--- config.mk ---
export PLATFORM = sky130hd
export DESIGN_NAME = data_mem_access_unit
export DESIGN_NICKNAME = d
export VERILOG_FILES = /design/src/rtl/core_pkg.sv /design/src/rtl/load_data_align.sv /design/src/rtl/data_mem_access_unit.sv
export SDC_FILE = /design/constraint.sdc
export NUM_CORES = 1
export LEC_CHECK = 0
export CAP_MARGIN = 20
export CORE_ASPECT_RATIO = 1.75
export CORE_MARGIN = 3
export CORE_UTILIZATION = 50
export CTS_CLUSTER_DIAMETER = 30
export DETAILED_ROUTE_END_ITERATION = 16
export GPL_TIMING_DRIVEN = 0
export PLACE_DENSITY = 0.87
export REMOVE_ABC_BUFFERS = 1
export SLEW_MARGIN = 20
export SYNTH_ARGS = -nofsm -noshare
export SYNTH_HDL_FRONTEND = slang
export SYNTH_HIERARCHICAL = 1
export SYNTH_SLANG_ARGS = --single-unit
--- constraint.sdc ---
create_clock -name clk -period 3.9 [get_ports clk]
set_input_delay 0.585 -clock clk [delete_from_list [all_inputs] [get_ports clk]]
set_output_delay 0.585 -clock clk [all_outputs]
set_load 0.05 [all_outputs]
--- src/rtl/core_pkg.sv ---
// Shared definitions for the load/store path: access widths, opcodes,
// FSM state encoding and error codes.
package core_pkg;

  localparam logic [2:0] LS_B  = 3'b000;
  localparam logic [2:0] LS_H  = 3'b001;
  localparam logic [2:0] LS_W  = 3'b010;
  localparam logic [2:0] LS_BU = 3'b100;
  localparam logic [2:0] LS_HU = 3'b101;

  localparam logic [6:0] OP_LOAD  = 7'b0000011;
  localparam logic [6:0] OP_STORE = 7'b0100011;

  typedef enum logic [1:0] {
    ST_IDLE      = 2'd0,
    ST_REQ       = 2'd1,
    ST_WAIT_RESP = 2'd2
  } mem_state_e;

  localparam logic [1:0] ERR_NONE     = 2'b00;
  localparam logic [1:0] ERR_MISALIGN = 2'b01;
  localparam logic [1:0] ERR_ILLEGAL  = 2'b10;
  localparam logic [1:0] ERR_TIMEOUT  = 2'b11;

  // Halfwords need an even address, words a 4-byte aligned one; bytes never fault.
  function automatic logic is_misaligned(input logic [2:0] f3, input logic [1:0] off);
    logic mis;
    mis = 1'b0;
    case (f3[1:0])
      2'b01:   mis = off[0];
      2'b10:   mis = (off != 2'b00);
      default: mis = 1'b0;
    endcase
    return mis;
  endfunction

endpackage

--- src/rtl/load_data_align.sv ---
// Picks the addressed byte/halfword out of a memory word and extends it
// to register width. Purely combinational so a cache can reuse it.
module load_data_align
  import core_pkg::*;
#(
  parameter int XLEN = 32
) (
  input  logic [XLEN-1:0] rdata_i,
  input  logic [1:0]      byte_off_i,
  input  logic [2:0]      funct3_i,
  output logic [XLEN-1:0] data_o
);

  logic [XLEN-1:0] shifted;

  // Shift the addressed lane down to bit 0, then extend per access width.
  always_comb begin
    shifted = rdata_i >> {byte_off_i, 3'b000};
    data_o  = rdata_i;
    case (funct3_i)
      LS_B:    data_o = {{(XLEN-8){shifted[7]}}, shifted[7:0]};
      LS_BU:   data_o = {{(XLEN-8){1'b0}}, shifted[7:0]};
      LS_H:    data_o = {{(XLEN-16){shifted[15]}}, shifted[15:0]};
      LS_HU:   data_o = {{(XLEN-16){1'b0}}, shifted[15:0]};
      default: data_o = rdata_i;
    endcase
  end

endmodule

--- src/rtl/data_mem_access_unit.sv ---
// Load/store unit: accepts one memory op from EX, runs the req/gnt/rvalid
// handshake with data memory, formats load data and flags bad accesses.
//
//  state        | meaning
//  ST_IDLE      | ready for a new op; misaligned/illegal ops are rejected here
//  ST_REQ       | dmem_req held with stable address/data until gnt
//  ST_WAIT_RESP | load granted, waiting for rvalid
module data_mem_access_unit
  import core_pkg::*;
#(
  parameter int XLEN        = 32,
  parameter int TIMEOUT_CYC = 255
) (
  input  logic            clk,
  input  logic            rst_n,
  input  logic            req_valid,
  output logic            req_ready,
  input  logic            mem_read,
  input  logic            mem_write,
  input  logic            reg_write_in,
  input  logic [2:0]      funct3,
  input  logic [XLEN-1:0] addr,
  input  logic [XLEN-1:0] wdata,
  input  logic [4:0]      rd,
  output logic            stall,
  output logic            dmem_req,
  output logic            dmem_we,
  output logic [XLEN-1:0] dmem_addr,
  output logic [3:0]      dmem_be,
  output logic [XLEN-1:0] dmem_wdata,
  input  logic            dmem_gnt,
  input  logic            dmem_rvalid,
  input  logic [XLEN-1:0] dmem_rdata,
  output logic            wb_valid,
  output logic [4:0]      wb_rd,
  output logic [XLEN-1:0] wb_data,
  output logic            wb_reg_write,
  output logic            err,
  output logic [1:0]      err_code
);

  mem_state_e      state_q, state_d;
  logic            we_q, we_d;
  logic [XLEN-1:0] addr_q, addr_d;
  logic [3:0]      be_q, be_d;
  logic [XLEN-1:0] wdata_q, wdata_d;
  logic [2:0]      f3_q, f3_d;
  logic [4:0]      rd_q, rd_d;
  logic            regw_q, regw_d;
  logic [7:0]      cnt_q, cnt_d;
  logic            wb_valid_q, wb_valid_d;
  logic [4:0]      wb_rd_q, wb_rd_d;
  logic [XLEN-1:0] wb_data_q, wb_data_d;
  logic            wb_regw_q, wb_regw_d;
  logic            err_q, err_d;
  logic [1:0]      err_code_q, err_code_d;

  logic            misal, legal, timeout_hit, in_req;
  logic [3:0]      fmt_be;
  logic [XLEN-1:0] fmt_wdata, load_fmt;

  load_data_align #(.XLEN(XLEN)) u_align (
    .rdata_i    (dmem_rdata),
    .byte_off_i (addr_q[1:0]),
    .funct3_i   (f3_q),
    .data_o     (load_fmt)
  );

  // Request legality and lane formatting of the incoming store data.
  always_comb begin
    misal       = is_misaligned(funct3, addr[1:0]);
    legal       = (mem_read ^ mem_write) & ~misal;
    timeout_hit = (cnt_q == 8'(TIMEOUT_CYC - 1));
    fmt_be      = 4'b1111;
    fmt_wdata   = wdata;
    case (funct3[1:0])
      2'b00: begin
        fmt_be    = 4'b0001 << addr[1:0];
        fmt_wdata = {4{wdata[7:0]}};
      end
      2'b01: begin
        fmt_be    = addr[1] ? 4'b1100 : 4'b0011;
        fmt_wdata = {2{wdata[15:0]}};
      end
      default: begin
        fmt_be    = 4'b1111;
        fmt_wdata = wdata;
      end
    endcase
  end

  // Next-state, operand latching, writeback and error pulses.
  always_comb begin
    state_d    = state_q;
    we_d       = we_q;
    addr_d     = addr_q;
    be_d       = be_q;
    wdata_d    = wdata_q;
    f3_d       = f3_q;
    rd_d       = rd_q;
    regw_d     = regw_q;
    cnt_d      = cnt_q + 8'd1;
    wb_valid_d = 1'b0;
    wb_rd_d    = wb_rd_q;
    wb_data_d  = wb_data_q;
    wb_regw_d  = 1'b0;
    err_d      = 1'b0;
    err_code_d = ERR_NONE;
    case (state_q)
      ST_IDLE: begin
        cnt_d = 8'd0;
        if (req_valid) begin
          if (mem_read & mem_write) begin
            err_d      = 1'b1;
            err_code_d = ERR_ILLEGAL;
          end else if ((mem_read | mem_write) & misal) begin
            err_d      = 1'b1;
            err_code_d = ERR_MISALIGN;
          end else if (legal) begin
            we_d    = mem_write;
            addr_d  = addr;
            be_d    = fmt_be;
            wdata_d = fmt_wdata;
            f3_d    = funct3;
            rd_d    = rd;
            regw_d  = reg_write_in;
            state_d = ST_REQ;
          end
        end
      end
      ST_REQ: begin
        if (dmem_gnt) begin
          // Any rvalid in the grant cycle belongs to no one and is dropped.
          state_d = we_q ? ST_IDLE : ST_WAIT_RESP;
          cnt_d   = 8'd0;
        end else if (timeout_hit) begin
          state_d    = ST_IDLE;
          err_d      = 1'b1;
          err_code_d = ERR_TIMEOUT;
        end
      end
      ST_WAIT_RESP: begin
        if (dmem_rvalid) begin
          wb_valid_d = 1'b1;
          wb_data_d  = load_fmt;
          wb_rd_d    = rd_q;
          wb_regw_d  = regw_q & (rd_q != 5'd0);
          state_d    = ST_IDLE;
        end else if (timeout_hit) begin
          state_d    = ST_IDLE;
          err_d      = 1'b1;
          err_code_d = ERR_TIMEOUT;
        end
      end
      default: state_d = ST_IDLE;
    endcase
  end

  // State and datapath registers.
  always_ff @(posedge clk or negedge rst_n) begin
    if (!rst_n) begin
      state_q    <= ST_IDLE;
      we_q       <= 1'b0;
      addr_q     <= '0;
      be_q       <= 4'b0000;
      wdata_q    <= '0;
      f3_q       <= 3'b000;
      rd_q       <= 5'd0;
      regw_q     <= 1'b0;
      cnt_q      <= 8'd0;
      wb_valid_q <= 1'b0;
      wb_rd_q    <= 5'd0;
      wb_data_q  <= '0;
      wb_regw_q  <= 1'b0;
      err_q      <= 1'b0;
      err_code_q <= ERR_NONE;
    end else begin
      state_q    <= state_d;
      we_q       <= we_d;
      addr_q     <= addr_d;
      be_q       <= be_d;
      wdata_q    <= wdata_d;
      f3_q       <= f3_d;
      rd_q       <= rd_d;
      regw_q     <= regw_d;
      cnt_q      <= cnt_d;
      wb_valid_q <= wb_valid_d;
      wb_rd_q    <= wb_rd_d;
      wb_data_q  <= wb_data_d;
      wb_regw_q  <= wb_regw_d;
      err_q      <= err_d;
      err_code_q <= err_code_d;
    end
  end

  // Memory-side outputs are driven only while requesting, so they fall with the state.
  always_comb begin
    in_req       = (state_q == ST_REQ);
    req_ready    = (state_q == ST_IDLE);
    stall        = (state_q != ST_IDLE) | (req_valid & (mem_read | mem_write) & legal);
    dmem_req     = in_req;
    dmem_we      = in_req & we_q;
    dmem_addr    = in_req ? {addr_q[XLEN-1:2], 2'b00} : '0;
    dmem_be      = in_req ? be_q : 4'b0000;
    dmem_wdata   = in_req ? wdata_q : '0;
    wb_valid     = wb_valid_q;
    wb_rd        = wb_rd_q;
    wb_data      = wb_data_q;
    wb_reg_write = wb_regw_q;
    err          = err_q;
    err_code     = err_code_q;
  end

endmodule

==> metrics.txt <==
Max stage delay on crit path=0.84 ns; I/O pin total=226; # port buffers=223; Die Wd=93.4 microns; leakage power=4.13 nW; fmax=273 MHz; Seq/Total Area, Yosys=0.487; final wirelength=18500 microns; clock power share=0.231; Std-Cell Rows=55; Final HPWL DP=13400 microns; share of cells above drive strength 1=0.207; Synth Cell Area=6680 sq um; CP arrival=3.08 ns; Hold Crit Class=input port to async pin; # hold bufs at CTS=0; outcome=finished, final reports clean; First DRT Iteration DRCs=243; global-route wire length before repair=29500 microns; Crit-path slowest cell=clkdlybuf4s50_1; Sw Share=0.408; Worst Path Required=3.31 ns; Post-Syn Instances=569; antenna-violating nets left=0; final worst path period need=3.66 ns; fin crit share=0.940; largest net degree at the start of global routing=72; antenna fix cells=0; global routing usage on met2=0.479; setup TNS=0 ns; RSZ-0062 raised after global routing=false; total power=0.00739 W; Async SR Flop Fraction=1.00; WL/cell=19.2 microns; sequential fraction of design power=0.314; drt pass-1 iters=5; maximum vdd drop=0.400 mV; commonest non-fill, non-tap cells in the layout=clkdlybuf4s50_1, dfrtp_1, mux2_2; Clock Tree Root=clkbuf_16; CTS tree=built; relative max-transition margin=0.261; Reg clk slew, reported paths=0.06 ns; Crit Path Category=input port to output pin; worst path bufs/invs=3; GRT overflow=0; Area Growth Syn to Fin=43.3%; worst-path cell chain=clkdlybuf4s50_1, inv_1, ha_1, o211ai_4, nand3_1, o21ai_0, clkdlybuf4s50_1; vias after detailed routing=5276; Worst Tran Pin Value=1.11 ns; Post-synth EDFFs=0; Die Area=14800 sq um; met3 Track Usage GR=0.0706; CP Max Fanout=15; dominant synthesized flop cell=dfrtp_1; average size of a mapped cell=11.7 sq um; clock sink count=130; H-tree lvl count=4; pwr dens=772 nW/um^2; post-synthesis register bit count=130; vias per cell=5.47; Longest Clk Path Bufs=2; CP endpoint kind=output pin; Cell variety after synth=56; die height=159 microns; YS warnings=6; Psw=0.00301 W; GRT busiest layer=met2; initial antenna violation count=0; number of global-route vias before repair=5830; Comb pwr share=0.454; Clock Skew=0.00552 ns; # DRC=0; Initial Util=0.514; total CTS buffers=17; Int Pwr=0.00438 W; Total GRT Usage=0.255; # setup viols final=0; final net count=899; startpoint class of the critical path=input port; commonest non-fill, non-tap cell in the layout=clkdlybuf4s50_1; core area=13000 sq um; most used cell along the critical path=clkdlybuf4s50_1; Slew Viols, Final=0; final-report hold violation count=0; Max Cap Violations=0; critical path's top delay family=buffers and inverters; routability cong.=0.877; Worst-Skew Late Latency=0.41 ns; M1 GR Usage=0.259
[worst reg2reg max path, delay by kind of cell, from the launching register on]
family / cells / cell delay [ns]
compound gates: 2 / 1.21
mux: 2 / 0.76
flops: 1 / 0.77
[area by class of cell]
type / instances / area [sq um]
inverter: 25 / 96.3
tap: 171 / 214
multi-input combinational: 380 / 3070
timing repair buffer: 226 / 2300
fill: 887 / 3430
sequential: 130 / 3250
clock inverter: 12 / 179
clock buffer: 20 / 457
[power by group through the flow]
| stage | logic (W) | clock network (W) | registers, W |
|---|---|---|---|
| 2_1_floorplan | 0.00161 | 0 | 0.00287 |
| 3_3_place_gp | 0.00326 | 0 | 0.00229 |
| 3_5_place_dp | 0.00335 | 0 | 0.00234 |
| 4_1_cts | 0.00338 | 0.00173 | 0.00233 |
| 5_1_grt | 0.00354 | 0.00180 | 0.00240 |
| 6_report | 0.00336 | 0.00171 | 0.00232 |
[cells in the mapped netlist, types with 3 or more instances]
master    number  area [sq um]
dfrtp_1      130          3250
mux2_2       113          1270
and2_1        66           413
nand2_1       38           143
inv_1         24          90.1
o21ai_0       24           120
nor2_1        16          60.1
mux2i_1       15           150
a21oi_1       14          70.1
buf_6         14           158
clkbuf_1      13          48.8
a221o_1        8          80.1
nand3_1        8          40.0
o31ai_1        8          60.1
ha_1           7          87.6
a221oi_1       4          35.0
a22oi_1        4          30.0
nand2b_1       4          25.0
or3_1          4          25.0
buf_2          3          15.0
mux2_4         3          45.0
o21ai_1        3          15.0
[path summary, 6_finish.rpt]
check | startpoint | end | slack (ns) | cells after the start
worst max-delay path | funct3[1] | stall | 0.24 | 7
worst max register to register | addr_q[1] | wb_data[21] | 1.05 | 4
worst min register to register | addr_q[9] | addr_q[9] | 0.49 | 1
worst min-delay path | rst_n | wb_data[10] | 0.13 | 1
min in group clk | addr_q[9] | addr_q[9] | 0.49 | 1
max in group asynchronous | rst_n | we_q | 3.03 | 2
[through the flow]
| stage | cell area [sq um] | hold slack, ns | cells | setup slack (ns) | utilization |
|---|---|---|---|---|---|
| global placement | 8860 | 0.468 | 929 | -2.65 | 0.682 |
| floorplan | 6420 | 0.289 | 535 | 0.945 | - |
| detailed placement | 8930 | 0.478 | 932 | 0.230 | 0.687 |
| CTS | 9570 | 0.150 | 964 | 0.123 | 0.736 |
| global route | 9570 | 0.169 | 964 | 0.0881 | 0.736 |
| finish | 9570 | 0.125 | 964 | 0.236 | 0.736 |
[what timing repair did]
item                       4_1_cts  5_1_grt
setup endpoints to repair        0       11
gates resized for setup          0        2
buffers inserted                 0        0
[sequential cells by signal (all words and copies together) (netlist names)]
name and flops:
err 1, wb_valid 1, cnt_q 8, wb_rd 5, regw_q 1, addr_q 32
wb_reg_write 1, f3_q 3, err_code 2, rd_q 5, wdata_q 32, we_q 1
wb_data 32, state_q 2, be_q 4
[layer usage]
layer  vias to the layer above  wire, microns  share of wire
met5                         -              0              0
met3                        39           1360          0.073
met4                         0            508          0.027
met2                       239          10400           0.56
li1                       2409              -              -
met1                      2589           6220           0.34
[cell families (layout without fill, tap and decap cells)]
| kind of cell | Yosys count | count (layout) | share of synthesized area |
|---|---|---|---|
| adders and majority gates | 7 | 7 | 0.0131 |
| AOI/OAI and AO/OA | 84 | 84 | 0.0907 |
| DFF | 130 | 130 | 0.487 |
| muxes | 134 | 134 | 0.226 |
| and+or+nand+nor | 150 | 150 | 0.125 |
| other | 1 | 2 | 0.000561 |
| buffers and inverters | 60 | 283 | 0.0536 |
| xor gates and xnor gates | 3 | 3 | 0.00393 |
(Power assumes the default switching activity.)
